File: config.mk
export PLATFORM = sky130hd
export DESIGN_NAME = frame_scan_ctrl
export DESIGN_NICKNAME = d
export VERILOG_FILES = /design/src/rtl/frame_scan_pkg.sv /design/src/rtl/pxl_hit_filter.sv /design/src/rtl/frame_scan_ctrl.sv
export SDC_FILE = /design/constraint.sdc
export NUM_CORES = 1
export LEC_CHECK = 0
export CAP_MARGIN = 40
export CORE_MARGIN = 10
export CORE_UTILIZATION = 53
export CTS_CLUSTER_SIZE = 14
export DETAILED_ROUTE_END_ITERATION = 10
export GPL_ROUTABILITY_DRIVEN = 1
export MAX_ROUTING_LAYER = met4
export PLACE_DENSITY = 0.8
export SLEW_MARGIN = 20
export SYNTH_ARGS = -nofsm -noshare
export SYNTH_HDL_FRONTEND = slang
export SYNTH_SLANG_ARGS = --single-unit
File: constraint.sdc
create_clock -name clk -period 3.1 [get_ports clk]
set_input_delay 0.62 -clock clk [delete_from_list [all_inputs] [get_ports clk]]
set_output_delay 0.62 -clock clk [all_outputs]
set_load 0.03 [all_outputs]
File: src/rtl/frame_scan_pkg.sv
// Shared geometry, colour-bit positions, direction codes and FSM encoding for the frame scanner.
package frame_scan_pkg;

    localparam int C_IMG_COLS    = 80;
    localparam int C_IMG_ROWS    = 60;
    localparam int C_NB_IMG_PXLS = 13;
    localparam int C_NB_COL      = 7;
    localparam int C_NB_BUF      = 12;
    localparam int C_MIN_PXLS    = 16;
    localparam int C_NB_PXLS     = C_IMG_COLS * C_IMG_ROWS;

    localparam int C_RED_MSB = 11;
    localparam int C_GRN_MSB = 7;
    localparam int C_BLU_MSB = 3;

    localparam logic [C_NB_IMG_PXLS-1:0] C_LAST_ADDR     = C_NB_IMG_PXLS'(C_NB_PXLS - 1);
    localparam logic [C_NB_COL-1:0]      C_LAST_COL      = C_NB_COL'(C_IMG_COLS - 1);
    localparam logic [C_NB_COL-1:0]      C_HALF_COL      = C_NB_COL'(C_IMG_COLS / 2);
    localparam logic [C_NB_COL-1:0]      C_THIRD_COL     = C_NB_COL'(C_IMG_COLS / 3);
    localparam logic [C_NB_COL-1:0]      C_TWO_THIRD_COL = C_NB_COL'((2 * C_IMG_COLS) / 3);

    typedef enum logic [1:0] {
        DIR_NONE   = 2'b00,
        DIR_LEFT   = 2'b01,
        DIR_RIGHT  = 2'b10,
        DIR_CENTRE = 2'b11
    } dir_t;

    typedef enum logic [2:0] {
        ST_IDLE   = 3'd0,
        ST_SCAN   = 3'd1,
        ST_DRAIN  = 3'd2,
        ST_DECIDE = 3'd3,
        ST_DONE   = 3'd4
    } state_t;

    function automatic dir_t decide_halves(input logic [C_NB_IMG_PXLS-1:0] left,
                                           input logic [C_NB_IMG_PXLS-1:0] right);
        logic [C_NB_IMG_PXLS:0] total;
        total = {1'b0, left} + {1'b0, right};
        if (total < (C_NB_IMG_PXLS + 1)'(C_MIN_PXLS)) return DIR_NONE;
        if (left > right) return DIR_LEFT;
        if (right > left) return DIR_RIGHT;
        return DIR_CENTRE;
    endfunction

    // Ties between the largest zones go to left first, then right.
    function automatic dir_t decide_thirds(input logic [C_NB_IMG_PXLS-1:0] left,
                                           input logic [C_NB_IMG_PXLS-1:0] centre,
                                           input logic [C_NB_IMG_PXLS-1:0] right);
        logic [C_NB_IMG_PXLS+1:0] total;
        total = {2'b00, left} + {2'b00, centre} + {2'b00, right};
        if (total < (C_NB_IMG_PXLS + 2)'(C_MIN_PXLS)) return DIR_NONE;
        if (left >= right && left >= centre) return DIR_LEFT;
        if (right >= centre) return DIR_RIGHT;
        return DIR_CENTRE;
    endfunction

endpackage

File: src/rtl/pxl_hit_filter.sv
// Combinational colour classifier: a pixel hits when every selected channel has its MSB set.
module pxl_hit_filter
    import frame_scan_pkg::*;
(
    input  logic [C_NB_BUF-1:0] pxl,
    input  logic [2:0]          rgbfilter,
    output logic                hit
);

    logic [8:0] pxl_unused;

    assign pxl_unused = {pxl[10:8], pxl[6:4], pxl[2:0]};

    always_comb begin
        hit = (rgbfilter != 3'b000)
            && (!rgbfilter[2] || pxl[C_RED_MSB])
            && (!rgbfilter[1] || pxl[C_GRN_MSB])
            && (!rgbfilter[0] || pxl[C_BLU_MSB]);
    end

endmodule

File: src/rtl/frame_scan_ctrl.sv
// Walks the frame buffer once per request, counts colour hits per zone and decides a steering direction.
// Optional three-zone split (left/centre/right, extra cnt_centre port) when SCAN_CENTRE_EN is defined.
module frame_scan_ctrl
    import frame_scan_pkg::*;
(
    input  logic                     clk,
    input  logic                     rst,
    input  logic                     start,
    input  logic [2:0]               rgbfilter,
    input  logic [C_NB_BUF-1:0]      orig_pxl,
    output logic [C_NB_IMG_PXLS-1:0] orig_addr,
    output logic                     proc_we,
    output logic [C_NB_IMG_PXLS-1:0] proc_addr,
    output logic                     busy,
    output logic                     done,
    output logic [C_NB_IMG_PXLS-1:0] cnt_left,
    output logic [C_NB_IMG_PXLS-1:0] cnt_right,
`ifdef SCAN_CENTRE_EN
    output logic [C_NB_IMG_PXLS-1:0] cnt_centre,
`endif
    output logic [1:0]               dir,
    output logic [7:0]               leds
);

    state_t                   state;
    state_t                   state_nxt;
    logic [C_NB_COL-1:0]      col;
    logic [C_NB_COL-1:0]      col_d;
    logic                     valid_d;
    logic                     hit;
    logic                     done_sticky;
    logic                     zone_left;
    logic                     zone_right;
    logic [C_NB_IMG_PXLS-1:0] acc_left;
    logic [C_NB_IMG_PXLS-1:0] acc_right;
    dir_t                     dir_nxt;
`ifdef SCAN_CENTRE_EN
    logic                     zone_centre;
    logic [C_NB_IMG_PXLS-1:0] acc_centre;
`endif

    pxl_hit_filter u_hit_filter (
        .pxl       (orig_pxl),
        .rgbfilter (rgbfilter),
        .hit       (hit)
    );

    always_ff @(posedge clk) begin
        if (!rst) begin
            state <= ST_IDLE;
        end else begin
            state <= state_nxt;
        end
    end

    // start is a level request with no ready: it is only looked at in IDLE, ignored elsewhere.
    always_comb begin
        state_nxt = state;
        case (state)
            ST_IDLE:   if (start) state_nxt = ST_SCAN;
            ST_SCAN:   if (orig_addr == C_LAST_ADDR) state_nxt = ST_DRAIN;
            ST_DRAIN:  state_nxt = ST_DECIDE;
            ST_DECIDE: state_nxt = ST_DONE;
            ST_DONE:   state_nxt = ST_IDLE;
            default:   state_nxt = ST_IDLE;
        endcase
    end

    always_comb begin
        busy = (state == ST_SCAN) || (state == ST_DRAIN) || (state == ST_DECIDE);
        done = (state == ST_DONE);
    end

    // Address generation; column and valid are delayed one cycle to line up with orig_pxl.
    always_ff @(posedge clk) begin
        if (!rst) begin
            orig_addr <= '0;
            col       <= '0;
            col_d     <= '0;
            valid_d   <= 1'b0;
            proc_addr <= '0;
        end else begin
            col_d     <= col;
            valid_d   <= (state == ST_SCAN);
            proc_addr <= orig_addr;
            if (state == ST_IDLE && start) begin
                orig_addr <= '0;
                col       <= '0;
            end else if (state == ST_SCAN && orig_addr != C_LAST_ADDR) begin
                orig_addr <= orig_addr + 1'b1;
                col       <= (col == C_LAST_COL) ? '0 : col + 1'b1;
            end
        end
    end

    assign proc_we = valid_d;

    always_comb begin
`ifdef SCAN_CENTRE_EN
        zone_left   = (col_d < C_THIRD_COL);
        zone_right  = (col_d >= C_TWO_THIRD_COL);
        zone_centre = !zone_left && !zone_right;
`else
        zone_left   = (col_d < C_HALF_COL);
        zone_right  = !zone_left;
`endif
    end

    always_ff @(posedge clk) begin
        if (!rst || state == ST_DONE) begin
            acc_left   <= '0;
            acc_right  <= '0;
`ifdef SCAN_CENTRE_EN
            acc_centre <= '0;
`endif
        end else if (valid_d && hit) begin
            if (zone_left)  acc_left  <= acc_left + 1'b1;
            if (zone_right) acc_right <= acc_right + 1'b1;
`ifdef SCAN_CENTRE_EN
            if (zone_centre) acc_centre <= acc_centre + 1'b1;
`endif
        end
    end

    always_comb begin
`ifdef SCAN_CENTRE_EN
        dir_nxt = decide_thirds(acc_left, acc_centre, acc_right);
`else
        dir_nxt = decide_halves(acc_left, acc_right);
`endif
    end

    // Results hold until the next frame completes; done_sticky survives until a new scan starts.
    always_ff @(posedge clk) begin
        if (!rst) begin
            cnt_left    <= '0;
            cnt_right   <= '0;
            dir         <= DIR_NONE;
            done_sticky <= 1'b0;
`ifdef SCAN_CENTRE_EN
            cnt_centre  <= '0;
`endif
        end else begin
            if (state == ST_IDLE && start) done_sticky <= 1'b0;
            if (state == ST_DECIDE) begin
                cnt_left    <= acc_left;
                cnt_right   <= acc_right;
                dir         <= dir_nxt;
                done_sticky <= 1'b1;
`ifdef SCAN_CENTRE_EN
                cnt_centre  <= acc_centre;
`endif
            end
        end
    end

    assign leds = {dir, busy, done_sticky, 4'b0000};

endmodule
==> flow_metrics.env, run 1 <==
export IMPL_status="completed"
export IMPL_place_hpwl_um=9500
export IMPL_io_buffers=69
export IMPL_layout_commonest_cell="dfxtp_1"
export IMPL_rows=34
export IMPL_diodes=0
export IMPL_die_y_um=116
export IMPL_place_inst=742
export IMPL_final_hold_violation_count=0
export IMPL_synth_largest_area_cell="dfxtp_1"
export IMPL_crit_arrival_ns=3.03
export IMPL_drt_iter0_markers=305
export IMPL_end_kind="flip-flop"
export IMPL_rsz0062_at_grt="no"
export IMPL_ys_seq_area_share_pct=39.3
export IMPL_via_per_inst=5.59
export IMPL_synthFlopType="dfxtp_1"
export IMPL_netlist_instances=582
export IMPL_grt_ovfl_total=0
export IMPL_nets=693
export IMPL_design_die_area_um2=13500
export IMPL_io_pin_count=83
export IMPL_grt_usage_pct=19.4
export IMPL_worstSetupStartpointType="flip-flop"
export IMPL_setup_tns_ns=0
export IMPL_layout_min_cycle_time_ns=2.78
export IMPL_routed_wl_um=12500
export IMPL_synth_warnings=0
export IMPL_power_leakage_nw=2.24
export IMPL_cts_buffers_inserted=9
export IMPL_cts_sinks=96
export IMPL_syn_to_final_growth_pct=20.3
export IMPL_clockRootBuffer="clkbuf_8"
export IMPL_startpoint="acc_left[1]"
export IMPL_grt_max_degree=30
export IMPL_fmax_mhz=359
export IMPL_maxCapViolCount=0
export IMPL_drt_pass1_iterations=6
export IMPL_die_width_um=116
export IMPL_netlist_area_leader_share_pct=39.3
export IMPL_min_path_type="flip-flop to flip-flop"
export IMPL_gp_congestion=0.891
export IMPL_skew_ns=0.0129
export IMPL_relSlewSlack_pct=56.3
export IMPL_endpoint="dir[0]"
export IMPL_r2r_start="acc_left[1]"
export IMPL_async_flop_share_pct=0
export IMPL_synth_edf_count=0
export IMPL_yosysUniqueCellTypes=63
export IMPL_drtAntennaViolNets=0
export IMPL_cts_tree="done"
export IMPL_irDropWorstVdd_v=0.000325
export IMPL_r2r_cells=9
export IMPL_num_vias=4237
export IMPL_cts_resized=0
export IMPL_finalSetupViolations=0
export IMPL_clk_pin_slew_ns=0.10
export IMPL_final_cell_mix="96 x dfxtp_1, 79 x nand2_1, 70 x nor2_1"
export IMPL_p_per_area_nw_per_um2=396
export IMPL_worstMarginPinSlew_ns=0.645
export IMPL_cp_data_required_time_ns=3.35
export IMPL_slew_violations=0
export IMPL_remaining_drc_errors=0
export IMPL_post_cts_buffers=0
export IMPL_place_area_um2=5660
export IMPL_syn_area_per_cell_um2=8.40
export IMPL_synth_area_um2=4890
export IMPL_core_area_um2=8850
export IMPL_reg2reg_to="dir[0]"
export IMPL_r2r_slack_ns=0.32
export IMPL_grt_antenna_before_repair=0
export IMPL_final_area_um2=5880
export IMPL_path_class="flip-flop to flip-flop"
export IMPL_start_util_pct=55.2
export IMPL_wl_per_cell_um=16.5
export IMPL_instances_no_fill=758
export IMPL_cts_hold_buf=0
export IMPL_ys_top_cells_by_area="dfxtp_1 39%, ha_1 7.7%, nand2_1 6.1%"
export IMPL_synth_seq_cells=96
export IMPL_grt_pass1_wl_um=20500
export IMPL_grt_pass1_vias=4169
export IMPL_drive_gt1_share_pct=6.77
export IMPL_path_max_fanout=6
export IMPL_period_share_pct=89.8
export IMPL_clockBufferDepth=2
export IMPL_htree_levels=3
export IMPL_clock_latency_ns=0.37
[kinds of logic after synthesis]
logic type,count (synthesis),share of synthesized area (%)
mux,7,1.43
simple gates,263,27.0
buf+inv,58,5.43
compound gates,92,12.8
flops,96,39.3
xor+xnor,35,6.27
other cells,1,0.0767
fa+ha+maj,30,7.68
[worst max-delay path: stages, from the launching register on]
cell	delay, ns
dfxtp_1	0.47
inv_1	0.07
ha_1	0.32
nor2b_1	0.06
o311ai_1	0.55
nor4b_1	0.13
a2111oi_0	0.37
nand4_1	0.16
o41ai_2	0.42
o21ai_1	0.12
[metal layers]
| layer | vias to the layer above | global-route usage, % | wire (µm) |
|---|---|---|---|
| li1 | 2102 | - | - |
| met1 | 2008 | 22.0 | 5330 |
| met2 | 112 | 33.6 | 6360 |
| met3 | 15 | 4.03 | 692 |
| met4 | 0 | 5.84 | 146 |
| met5 | - | - | 0 |
[registers in the layout, summed over array words and instances (netlist names)]
register,count
orig_addr,13
acc_left,13
dir,2
state,3
cnt_left,13
col_d,4
cnt_right,13
proc_addr,13
proc_we,1
acc_right,13
done_sticky,1
col,7
[how the worst min path moves through the flow]
stage / startpoint / end / depth (start not counted)
2_1_floorplan: acc_left[10] / cnt_left[10] / 2
3_3_place_gp: cnt_right[10] / cnt_right[10] / 2
3_5_place_dp: cnt_right[10] / cnt_right[10] / 2
4_1_cts: cnt_right[10] / cnt_right[10] / 2
5_1_grt: cnt_right[10] / cnt_right[10] / 2
6_report: cnt_right[10] / cnt_right[10] / 2
[per-stage QoR]
step / worst slack (ns) / utilization, % / power (mW) / hold WS [ns]
2_1_floorplan: 0.780 / - / 1.41 / 0.449
3_3_place_gp: 0.327 / 63.9 / 1.46 / 0.442
3_5_place_dp: 0.264 / 63.9 / 1.47 / 0.446
4_1_cts: 0.338 / 66.5 / 2.34 / 0.461
5_1_grt: 0.178 / 66.5 / 2.41 / 0.485
6_report: 0.317 / 66.5 / 2.33 / 0.458
[Yosys cell counts (4+ instances only)]
master    count
xor2_1       17
nor2b_1      12
and2_1       21
nor2_1       70
o21ai_0      11
mux2i_1       7
nand4_1      14
buf_2         5
xnor2_1      18
and4_1        5
nand2b_1      7
and3_1        7
a21oi_1      39
buf_4         9
o311ai_0      4
inv_1        25
dfxtp_1      96
nand2_1      79
o211ai_1      5
clkbuf_1     15
nand3_1      13
nor3b_1       4
ha_1         30
nor3_1        8
[area by class of cell]
| cell class | instances | area [µm²] |
|---|---|---|
| Timing Repair Buffer | 82 | 788 |
| Inverter | 25 | 93.8 |
| Multi-Input combinational cell | 431 | 2720 |
| Clock inverter | 7 | 101 |
| Fill cell | 751 | 2970 |
| Clock buffer | 9 | 124 |
| Sequential cell | 96 | 1920 |
| Tap cell | 108 | 135 |
[where the power goes]
group          switching [mW]  leakage, nW  internal (mW)
clock                   0.495        0.109          0.399
sequential             0.0137        0.774           1.24
combinational           0.114         1.35         0.0643
total                   0.623         2.24           1.71
(Power assumes the default switching activity.)
==> inputs of run 2 (changes only) <==
--- a/config.mk
+++ b/config.mk
@@ -11,6 +11,7 @@
 export CTS_CLUSTER_SIZE = 14
 export DETAILED_ROUTE_END_ITERATION = 10
 export GPL_ROUTABILITY_DRIVEN = 1
+export GPL_TIMING_DRIVEN = 0
 export MAX_ROUTING_LAYER = met4
 export PLACE_DENSITY = 0.8
 export SLEW_MARGIN = 20
==> flow_metrics.env, run 2 (same netlist as run 1, synthesis figures left out) <==
export IMPL_layout_commonest_cell="dfxtp_1"
export IMPL_slew_violations=0
export IMPL_final_hold_violation_count=0
export IMPL_maxCapViolCount=0
export IMPL_htree_levels=3
export IMPL_io_pin_count=83
export IMPL_clockRootBuffer="clkbuf_8"
export IMPL_dp_slack_ns=0.263
export IMPL_gp_congestion=0.933
export IMPL_relSlewSlack_pct=56.3
export IMPL_num_vias=4358
export IMPL_path_cells="inv_1 > ha_1 > nor2b_1 > o311ai_1 > nor4b_1 > a2111oi_0 > nand4_1 > o41ai_2 > o21ai_1"
export IMPL_status="completed"
export IMPL_drtAntennaViolNets=0
export IMPL_die_width_um=116
export IMPL_r2r_start="acc_left[1]"
export IMPL_cp_slowest_cell="o311ai_1"
export IMPL_clock_latency_ns=0.37
export IMPL_holdCritStartpoint="cnt_right[6]"
export IMPL_power_leakage_nw=2.25
export IMPL_path_max_fanout=6
export IMPL_final_cell_mix="96 x dfxtp_1, 79 x nand2_1, 70 x nor2_1"
export IMPL_period_share_pct=92.2
export IMPL_path_depth=9
export IMPL_min_path_type="flip-flop to flip-flop"
export IMPL_cts_tree="done"
export IMPL_diodes=0
export IMPL_p_per_area_nw_per_um2=372
export IMPL_post_cts_buffers=0
export IMPL_io_buffers=69
export IMPL_worstMarginPinSlew_ns=0.651
export IMPL_path_class="flip-flop to flip-flop"
export IMPL_start_util_pct=55.2
export IMPL_grt_pass1_vias=4249
export IMPL_cp_slowest_stage_delay_ns=0.51
export IMPL_end_kind="flip-flop"
export IMPL_fmax_mhz=350
export IMPL_crit_arrival_ns=3.10
export IMPL_irDropWorstVdd_v=0.000270
export IMPL_drive_gt1_share_pct=6.71
export IMPL_skew_ns=0.0123
export IMPL_crit_buf_inv=1
export IMPL_place_hpwl_um=9770
export IMPL_r2r_cells=9
export IMPL_rows=34
export IMPL_clk_pin_slew_ns=0.09
export IMPL_setup_ws_ns=0.242
export IMPL_drt_pass1_iterations=4
export IMPL_finalSetupViolations=0
export IMPL_endpoint="dir[0]"
export IMPL_cts_buffers_inserted=9
export IMPL_cp_data_required_time_ns=3.34
export IMPL_routed_wl_um=12400
export IMPL_crit_family="compound AO/OA/AOI/OAI gates"
export IMPL_grt_pass1_wl_um=20800
export IMPL_layout_min_cycle_time_ns=2.86
export IMPL_startpoint="acc_left[1]"
export IMPL_setup_tns_ns=0
export IMPL_via_per_inst=5.59
export IMPL_grt_usage_pct=19.5
export IMPL_cts_resized=0
export IMPL_core_area_um2=8850
export IMPL_grt_max_degree=17
export IMPL_syn_to_final_growth_pct=20.7
export IMPL_design_die_area_um2=13500
export IMPL_grt_antenna_before_repair=0
export IMPL_clockBufferDepth=2
export IMPL_wl_per_cell_um=16.0
export IMPL_r2r_slack_ns=0.24
export IMPL_cts_hold_buf=0
export IMPL_rsz0062_at_grt="no"
export IMPL_remaining_drc_errors=0
export IMPL_cts_sinks=96
export IMPL_grt_ovfl_total=0
export IMPL_drt_iter0_markers=213
export IMPL_die_y_um=116
export IMPL_reg2reg_to="dir[0]"
export IMPL_nets=714
export IMPL_worstSetupStartpointType="flip-flop"
-- run 2: area by class of cell --
type | count | area, µm²
Buffer | 33 | 171
Clock buffer | 10 | 128
Clock inverter | 6 | 43.8
Fill cell | 739 | 2950
Inverter | 25 | 93.8
Multi-Input combinational cell | 431 | 2710
Sequential cell | 96 | 1920
Tap cell | 108 | 135
Timing Repair Buffer | 70 | 696
-- run 2: per-layer routing --
metal  track usage, %  vias up  part of all wire, %
li1                 -     2149                    -
met1             22.7     2050                   43
met2             32.5      131                   49
met3             4.75       28                  5.7
met4             5.75        0                  2.2
met5                -        -                    0
-- run 2: worst min-delay path: cells and delay by family (launching register included) --
family / cells / cell delay [ns]
flip-flops: 1 / 0.32
AND/OR/NAND/NOR: 1 / 0.05
AO/OA/AOI/OAI: 1 / 0.05
-- run 2: per-stage QoR --
step	power, mW	area, µm²	std cells	utilization (%)	hold WS, ns
4_1_cts	2.21	5900	778	66.6	0.460
2_1_floorplan	1.41	4900	585	-	0.449
3_3_place_gp	1.48	5720	762	64.7	0.442
5_1_grt	2.28	5900	779	66.7	0.480
6_report	2.20	5900	779	66.7	0.456
3_5_place_dp	1.48	5720	762	64.7	0.448
-- run 2: where the power goes --
group / internal (mW) / switching [mW]
logic: 0.0736 / 0.118
registers: 1.24 / 0.0141
clock network: 0.298 / 0.447
-- run 2: worst min path at each step --
| stage | to | depth (start not counted) |
|---|---|---|
| floorplan | cnt_left[10] | 2 |
| CTS | cnt_right[6] | 2 |
| global placement | cnt_right[10] | 2 |
| global route | cnt_right[7] | 2 |
| finish | cnt_right[6] | 2 |
| detailed placement | cnt_right[11] | 2 |
